$ cat config.mk
export PLATFORM = sky130hd
export DESIGN_NAME = arm_pipelined_execute_control
export DESIGN_NICKNAME = d
export VERILOG_FILES = /design/src/rtl/arm_pipelined_pkg.sv /design/src/rtl/arm_pipelined_cond_check.sv /design/src/rtl/arm_pipelined_execute_control.sv
export SDC_FILE = /design/constraint.sdc
export NUM_CORES = 1
export LEC_CHECK = 0
export CORE_UTILIZATION = 33
export CTS_CLUSTER_SIZE = 40
export DETAILED_ROUTE_END_ITERATION = 8
export DONT_BUFFER_PORTS = 1
export PLACE_DENSITY = 0.51
export RECOVER_POWER = 25
export SLEW_MARGIN = 5
export SYNTH_ARGS = -nofsm -noshare
export SYNTH_HDL_FRONTEND = slang
export SYNTH_HIERARCHICAL = 1
export SYNTH_SLANG_ARGS = --single-unit
export TNS_END_PERCENT = 20
$ cat constraint.sdc
create_clock -name i_CLK -period 4.47 [get_ports i_CLK]
set_input_delay 0.894 -clock i_CLK [delete_from_list [all_inputs] [get_ports i_CLK]]
set_output_delay 0.894 -clock i_CLK [all_outputs]
set_load 0.01 [all_outputs]
$ cat src/rtl/arm_pipelined_pkg.sv
// Shared types and constants for the ARM pipelined Decode/Execute control stage.
package arm_pipelined_pkg;

    typedef enum logic [3:0] {
        EQ = 4'b0000, NE = 4'b0001, CS = 4'b0010, CC = 4'b0011,
        MI = 4'b0100, PL = 4'b0101, VS = 4'b0110, VC = 4'b0111,
        HI = 4'b1000, LS = 4'b1001, GE = 4'b1010, LT = 4'b1011,
        GT = 4'b1100, LE = 4'b1101, AL = 4'b1110, NV = 4'b1111
    } cond_e;

    localparam int unsigned FLAG_N = 3;
    localparam int unsigned FLAG_Z = 2;
    localparam int unsigned FLAG_C = 1;
    localparam int unsigned FLAG_V = 0;

    typedef struct packed {
        logic       pc_src;
        logic       reg_write;
        logic       mem_write;
        logic       mem_to_reg;
        logic       alu_src;
        logic       no_write;
        logic       branch;
        logic [1:0] alu_control;
        logic [1:0] flag_write;
        cond_e      cond;
    } ctrl_t;

    localparam ctrl_t CTRL_BUBBLE = '0;

endpackage

$ cat src/rtl/arm_pipelined_cond_check.sv
// Evaluates an ARM 4-bit condition field against the NZCV flags.
module arm_pipelined_cond_check
    import arm_pipelined_pkg::*;
(
    input  logic [3:0] cond,
    input  logic [3:0] flags,
    output logic       cond_ex
);

    logic n, z, c, v;

    assign n = flags[FLAG_N];
    assign z = flags[FLAG_Z];
    assign c = flags[FLAG_C];
    assign v = flags[FLAG_V];

    always_comb begin
        cond_ex = 1'b0;
        unique case (cond_e'(cond))
            EQ: cond_ex = z;
            NE: cond_ex = ~z;
            CS: cond_ex = c;
            CC: cond_ex = ~c;
            MI: cond_ex = n;
            PL: cond_ex = ~n;
            VS: cond_ex = v;
            VC: cond_ex = ~v;
            HI: cond_ex = c & ~z;
            LS: cond_ex = ~c | z;
            GE: cond_ex = (n == v);
            LT: cond_ex = (n != v);
            GT: cond_ex = ~z & (n == v);
            LE: cond_ex = z | (n != v);
            AL: cond_ex = 1'b1;
            NV: cond_ex = 1'b0;
        endcase
    end

endmodule

$ cat src/rtl/arm_pipelined_execute_control.sv
// Decode-to-Execute control register, NZCV flags register and condition gating.
module arm_pipelined_execute_control
    import arm_pipelined_pkg::*;
#(
    parameter logic [3:0] FLAGS_RESET = 4'b0000
) (
    input  logic       i_CLK,
    input  logic       i_NRESET,
    input  logic       i_Stall_Execute,
    input  logic       i_Flush_Execute,
    input  logic       i_PC_Source_Decode,
    input  logic       i_Reg_Write_Decode,
    input  logic       i_Mem_Write_Decode,
    input  logic       i_Mem_To_Reg_Decode,
    input  logic       i_ALU_Src_Decode,
    input  logic       i_No_Write_Decode,
    input  logic       i_Branch_Decode,
    input  logic [1:0] i_ALU_Control_Decode,
    input  logic [1:0] i_Flag_Write_Decode,
    input  logic [3:0] i_Cond_Decode,
    input  logic [3:0] i_ALU_Flags_Execute,
    output logic       o_PC_Source_Execute,
    output logic       o_Reg_Write_Execute,
    output logic       o_Mem_Write_Execute,
    output logic       o_Branch_Taken_Execute,
    output logic       o_Mem_To_Reg_Execute,
    output logic       o_ALU_Src_Execute,
    output logic [1:0] o_ALU_Control_Execute,
    output logic       o_Cond_Ex_Execute,
    output logic [3:0] o_Flags
);

    ctrl_t      d_ctrl;
    ctrl_t      r_ctrl;
    logic [3:0] r_flags;
    logic       cond_ex;

    always_comb begin
        d_ctrl             = CTRL_BUBBLE;
        d_ctrl.pc_src      = i_PC_Source_Decode;
        d_ctrl.reg_write   = i_Reg_Write_Decode;
        d_ctrl.mem_write   = i_Mem_Write_Decode;
        d_ctrl.mem_to_reg  = i_Mem_To_Reg_Decode;
        d_ctrl.alu_src     = i_ALU_Src_Decode;
        d_ctrl.no_write    = i_No_Write_Decode;
        d_ctrl.branch      = i_Branch_Decode;
        d_ctrl.alu_control = i_ALU_Control_Decode;
        d_ctrl.flag_write  = i_Flag_Write_Decode;
        d_ctrl.cond        = cond_e'(i_Cond_Decode);
    end

    always_ff @(posedge i_CLK or negedge i_NRESET) begin
        if (!i_NRESET) begin
            r_ctrl <= CTRL_BUBBLE;
        end else if (i_Flush_Execute) begin
            r_ctrl <= CTRL_BUBBLE;
        end else if (!i_Stall_Execute) begin
            r_ctrl <= d_ctrl;
        end
    end

    // Condition reads the registered flags only, so a flag-setting op affects the next instruction.
    arm_pipelined_cond_check u_cond_check (
        .cond    (r_ctrl.cond),
        .flags   (r_flags),
        .cond_ex (cond_ex)
    );

    always_ff @(posedge i_CLK or negedge i_NRESET) begin
        if (!i_NRESET) begin
            r_flags <= FLAGS_RESET;
        end else if (!i_Stall_Execute && cond_ex) begin
            if (r_ctrl.flag_write[1]) begin
                r_flags[FLAG_N] <= i_ALU_Flags_Execute[FLAG_N];
                r_flags[FLAG_Z] <= i_ALU_Flags_Execute[FLAG_Z];
            end
            if (r_ctrl.flag_write[0]) begin
                r_flags[FLAG_C] <= i_ALU_Flags_Execute[FLAG_C];
                r_flags[FLAG_V] <= i_ALU_Flags_Execute[FLAG_V];
            end
        end
    end

    assign o_PC_Source_Execute    = r_ctrl.pc_src & cond_ex;
    assign o_Reg_Write_Execute    = r_ctrl.reg_write & cond_ex & ~r_ctrl.no_write;
    assign o_Mem_Write_Execute    = r_ctrl.mem_write & cond_ex;
    assign o_Branch_Taken_Execute = r_ctrl.branch & cond_ex;
    assign o_Mem_To_Reg_Execute   = r_ctrl.mem_to_reg;
    assign o_ALU_Src_Execute      = r_ctrl.alu_src;
    assign o_ALU_Control_Execute  = r_ctrl.alu_control;
    assign o_Cond_Ex_Execute      = cond_ex;
    assign o_Flags                = r_flags;

endmodule

==> results of run 1 <==
final timing paths:
check	start	to	slack (ps)
max in group asynchronous	i_NRESET	o_Flags[0]	4120
setup / recovery	o_Flags[3]	o_Reg_Write_Execute	1070
min in group i_CLK	r_ctrl[14]	r_ctrl[14]	520
hold / removal	i_NRESET	r_ctrl[9]	280
setup reg to reg	o_Flags[3]	o_Flags[0]	1910
hold reg to reg	r_ctrl[14]	r_ctrl[14]	520
through the flow:
step	util	std cells	power, uW	hold WS (ps)
after global routing	0.354	116	441	249
after CTS	0.354	116	418	267
final	0.354	116	411	285
after detailed placement	0.345	112	332	504
after floorplan	-	88	320	481
after global placement	0.345	112	329	501
area by class of cell:
| class | instances | area [um^2] | share of cell area |
|---|---|---|---|
| clock buffers | 4 | 26.3 | 0.0269 |
| inverters | 1 | 3.75 | 0.00384 |
| multi-input cells | 61 | 433 | 0.443 |
| flip-flops and latches | 19 | 475 | 0.487 |
| well taps | 31 | 38.8 | 0.0397 |
logic make-up after synthesis:
kind of cell           Yosys count  share of synthesized area
AND/OR/NAND/NOR                 28                      0.136
multiplexers                    20                      0.213
flip-flops                      19                      0.493
AO/OA/AOI/OAI                    9                     0.0636
buffers and inverters            8                     0.0584
XOR/XNOR                         4                     0.0363
worst reg2reg max path: cells and delay by family (launching register included):
family | cells | cell delay (ps)
DFF | 1 | 450
AOI/OAI and AO/OA | 3 | 1020
muxes | 1 | 360
and+or+nand+nor | 1 | 220
xor gates and xnor gates | 2 | 410
state kept, by name, indices dropped and copies added (netlist names):
register               cells
o_ALU_Control_Execute      2
o_Flags                    4
o_ALU_Src_Execute          1
o_Mem_To_Reg_Execute       1
r_ctrl                    11
power groups by stage:
| stage | clock (uW) | combinational, uW | sequential [uW] |
|---|---|---|---|
| 2_1_floorplan | 0 | 87.3 | 232 |
| 3_3_place_gp | 0 | 86.7 | 243 |
| 3_5_place_dp | 0 | 88.6 | 243 |
| 4_1_cts | 89.6 | 88.9 | 240 |
| 5_1_grt | 96.9 | 101 | 244 |
| 6_report | 83.2 | 88.7 | 239 |
layer usage:
metal,global-route usage,up-vias,part of all wire
met4,0.0732,0,0.020
met3,0.0279,4,0.068
li1,-,295,-
met2,0.224,20,0.51
met1,0.138,303,0.40
met5,0,-,0
cells in the mapped netlist:
cell / number / area, um^2
o21ai_0: 1 / 5.00
inv_1: 1 / 3.75
buf_4: 3 / 22.5
o22ai_1: 1 / 6.26
nor4b_1: 1 / 8.76
nand2b_1: 1 / 6.26
a211oi_1: 1 / 7.51
xnor2_1: 1 / 8.76
and2_1: 3 / 18.8
mux2_1: 4 / 45.0
buf_6: 2 / 22.5
nand2_1: 1 / 3.75
a311oi_1: 1 / 8.76
mux2i_1: 16 / 160
nor3_1: 1 / 5.00
nand3b_1: 2 / 15.0
dfrtp_1: 19 / 475
a2111oi_1: 1 / 10.0
clkbuf_1: 2 / 7.51
xor2_1: 3 / 26.3
o22a_1: 1 / 8.76
nor2b_1: 1 / 6.26
nor2_1: 18 / 67.6
a21oi_1: 3 / 15.0
layout by cell type, fill, tap and decap left out, types with 2 or more instances in the layout:
cell and instances:
clkbuf_4 3, nand3b_1 2, xor2_1 3, mux2_1 4, nor2_1 18, a21oi_1 3
mux2i_1 16, and2_1 3, dfrtp_1 19
==> results.sh, run 1 <==
export IMPL_p_switching_uw=135
export IMPL_port_buffers=0
export IMPL_n_fill_cell=281
export IMPL_worstPathRequired_ps=3580
export IMPL_clkSinkCount=19
export IMPL_worstSetupPathDepth=7
export IMPL_antenna_found_initial=0
export IMPL_io_pins=36
export IMPL_syn_nets=111
export IMPL_status="finished clean"
export IMPL_clkTransAtPathRegs_ps=100
export IMPL_cts_tree="built"
export IMPL_cp_arrival_ps=2500
export IMPL_clk_latency_ps=290
export IMPL_reg2reg_depth=7
export IMPL_finalHoldViolations=0
export IMPL_worstPathCellList="xor2_1, xor2_1, a2111oi_1, a311oi_1, o22ai_1, nand2_1, nor2_1"
export IMPL_setup_viol=0
export IMPL_path_buf_inv=0
export IMPL_grt_max_degree=20
export IMPL_yosysSeqAreaShare=0.493
export IMPL_critical_path_top_delay_family="compound AO/OA/AOI/OAI gates"
export IMPL_tns_ps=0
export IMPL_grt_first_pass_wirelength_mm=3.02
export IMPL_synth_cells=88
export IMPL_n_antenna_cell=0
export IMPL_placed_cell_area_um2=951
export IMPL_cts_resized=0
export IMPL_wl_mm=1.80
export IMPL_cts_made_buffers=3
export IMPL_tightest_slew_ps=695
export IMPL_cp_slowest_stage_delay_ps=550
export IMPL_swShare=0.328
export IMPL_skew_ps=1.08
export IMPL_die_h_um=56.1
export IMPL_drive_above_1_share=0.0353
export IMPL_drtIter0Drc=7
export IMPL_cellPowerDensity_nw_per_um2=421
export IMPL_die_w_um=56.1
export IMPL_pre_cts_ws_ps=1360
export IMPL_detail_route_first_pass_iterations=3
export IMPL_syn_area_per_cell_um2=11.0
export IMPL_fin_nets=109
export IMPL_cts_setup_buffers=0
export IMPL_max_slew_margin=0.537
export IMPL_comb_power_share=0.216
export IMPL_htreeDepth=1
export IMPL_cp_start_kind="flop"
export IMPL_synth_area_um2=965
export IMPL_grt_pass1_vias=660
export IMPL_fin_area_um2=977
export IMPL_crit_type="reg -> out"
export IMPL_start_util=0.350
export IMPL_antenna_left=0
export IMPL_synth_seq_cells=19
export IMPL_clk_path_buf_depth=2
export IMPL_worst_slack_ps=1070
export IMPL_cts_hold_fix_buffers=0
export IMPL_endpoint_kind="output pin"
export IMPL_p_int_uw=276
export IMPL_gp_congestion=0.657
export IMPL_via_per_inst=5.36
export IMPL_grt_overflow_total=0
export IMPL_drc=0
export IMPL_ir_worst_vdd_uv=245
export IMPL_cp_slowest_cell="o22ai_1"
export IMPL_grt_usage=0.127
export IMPL_wl_per_cell_um=15.6
export IMPL_dieArea_um2=3140
export IMPL_ys_warnings_count=6
export IMPL_cp_common_cell="xor2_1"
export IMPL_period_share=0.760
export IMPL_synthToLayoutAreaGrowth_pct=1.30
export IMPL_hold_class="in -> async"
export IMPL_placementRows=19
export IMPL_worst_path_max_fanout=7
export IMPL_clock_fmax_ghz=0.294
export IMPL_cap_violations=0
export IMPL_yosysUniqueCellTypes=24
export IMPL_p_seq_frac=0.582
export IMPL_slew_violations=0
export IMPL_clkPwrFrac=0.202
export IMPL_clockRootBuffer="clkbuf_4"
export IMPL_dp_hpwl_mm=1.32
export IMPL_core_area_um2=2760
export IMPL_num_vias=622
export IMPL_p_leak_uw=0.000457
export IMPL_rsz0062_at_grt="false"
export IMPL_period_minus_slack_ps=3400
No activity file was read; power rests on OpenSTA's default activity.
==> run 2, diff against run 1 <==
- clock period: 4.47 -> 3.2 ns (I/O delays scaled with it)
==> results.sh, run 2 (synthesized netlist as in run 1, its figures left out) <==
export IMPL_r2r_start="o_Flags[3]"
export IMPL_dieArea_um2=3140
export IMPL_clk_path_buf_depth=2
export IMPL_gp_congestion=0.643
export IMPL_clk_latency_ps=290
export IMPL_via_per_inst=5.32
export IMPL_detail_route_first_pass_iterations=4
export IMPL_clkPwrFrac=0.198
export IMPL_antenna_left=0
export IMPL_core_area_um2=2760
export IMPL_htreeDepth=1
export IMPL_n_antenna_cell=0
export IMPL_grt_overflow_total=0
export IMPL_clockRootBuffer="clkbuf_4"
export IMPL_grt_usage=0.128
export IMPL_setup_viol=0
export IMPL_max_slew_margin=0.782
export IMPL_top_register="r_ctrl"
export IMPL_grt_pass1_vias=662
export IMPL_die_w_um=56.1
export IMPL_wl_mm=1.83
export IMPL_wl_per_cell_um=15.6
export IMPL_cts_setup_buffers=0
export IMPL_worst_path_max_fanout=7
export IMPL_placementRows=19
export IMPL_reg2reg_depth=8
export IMPL_clock_fmax_ghz=0.345
export IMPL_synthToLayoutAreaGrowth_pct=2.59
export IMPL_fin_nets=110
export IMPL_cp_start_kind="flop"
export IMPL_drive_above_1_share=0.0581
export IMPL_pre_cts_ws_ps=595
export IMPL_crit_type="reg -> out"
export IMPL_num_vias=622
export IMPL_status="finished clean"
export IMPL_period_share=0.906
export IMPL_cp_arrival_ps=2260
export IMPL_period_minus_slack_ps=2900
export IMPL_cts_tree="built"
export IMPL_finalHoldViolations=0
export IMPL_tns_ps=0
export IMPL_largest_reg_flops=11
export IMPL_port_buffers=0
export IMPL_tightest_slew_ps=327
export IMPL_p_leak_uw=0.000463
export IMPL_swShare=0.333
export IMPL_hold_class="in -> async"
export IMPL_endpoint_kind="output pin"
export IMPL_cap_violations=0
export IMPL_start_util=0.350
export IMPL_rsz0062_at_grt="false"
export IMPL_skew_ps=0.875
export IMPL_drc=0
export IMPL_p_seq_frac=0.569
export IMPL_worst_slack_ps=299
export IMPL_ir_worst_vdd_uv=351
export IMPL_mostFrequentLayoutCells="dfrtp_1 (19), nor2_1 (18), mux2i_1 (16), mux2_1 (4)"
export IMPL_final_common_cell="dfrtp_1"
export IMPL_p_switching_uw=195
export IMPL_drtIter0Drc=20
export IMPL_antenna_found_initial=0
export IMPL_cellPowerDensity_nw_per_um2=592
export IMPL_r2r_end="o_Flags[0]"
export IMPL_p_int_uw=391
export IMPL_die_h_um=56.1
export IMPL_clkSinkCount=19
export IMPL_reg2reg_slack_ps=900
export IMPL_cts_made_buffers=3
export IMPL_grt_max_degree=20
export IMPL_io_pins=36
export IMPL_clkTransAtPathRegs_ps=100
export IMPL_slew_violations=0
export IMPL_grt_first_pass_wirelength_mm=3.14
export IMPL_comb_power_share=0.232
export IMPL_worstPathRequired_ps=2560
[run 2: worst max path at each step]
stage / start / to / slack (ps) / cells past startpoint
after floorplan: o_Flags[3] / o_Reg_Write_Execute / 690 / 7
after global placement: o_Flags[3] / o_Reg_Write_Execute / 760 / 8
after detailed placement: o_Flags[3] / o_Reg_Write_Execute / 600 / 8
after CTS: o_Flags[3] / o_Reg_Write_Execute / 240 / 8
after global routing: o_Flags[3] / o_Reg_Write_Execute / 60 / 8
final: o_Flags[3] / o_Reg_Write_Execute / 300 / 8
[run 2: final cells by class]
type                    instances  area (um^2)
inverters                       1         3.75
multi-input cells              61          438
repair buffers                  1         7.51
fillers                       285         1770
flip-flops and latches         19          475
well taps                      31         38.8
clock buffers                   4         26.3
[run 2: critical path: stages, from the launching register on]
cell	delay [ps]
dfrtp_1	450
xor2_1	300
xor2_1	120
a2111oi_2	420
a311oi_1	100
o22ai_1	140
buf_4	190
nand2_1	60
nor2_1	190
[run 2: repair_timing]
action,in CTS,in global routing
endpoints found under the setup margin,0,1
hold buffers,0,0
gates resized for setup,0,1
[run 2: power groups by stage]
stage	clock [uW]	sequential [uW]	combinational [uW]
after floorplan	0	325	122
after global placement	0	339	126
after detailed placement	0	340	131
after CTS	124	335	132
after global routing	135	342	155
final	116	334	136
[run 2: stage by stage]
stage | total power [uW] | hold WS, ps | area, um^2 | util | cells
5_1_grt | 632 | 0.965 | 990 | 0.359 | 117
3_3_place_gp | 465 | 345 | 958 | 0.348 | 113
2_1_floorplan | 447 | 344 | 965 | - | 88
3_5_place_dp | 471 | 345 | 958 | 0.348 | 113
4_1_cts | 590 | 18.8 | 985 | 0.357 | 117
6_report | 586 | 32.2 | 990 | 0.359 | 117
[run 2: layer usage]
metal  up-vias  track usage  routed length (um)
li1        298            -                   -
met4         0       0.0592                  25
met5         -            0                   0
met2        19        0.224                 938
met1       301        0.147                 761
met3         4       0.0279                 104
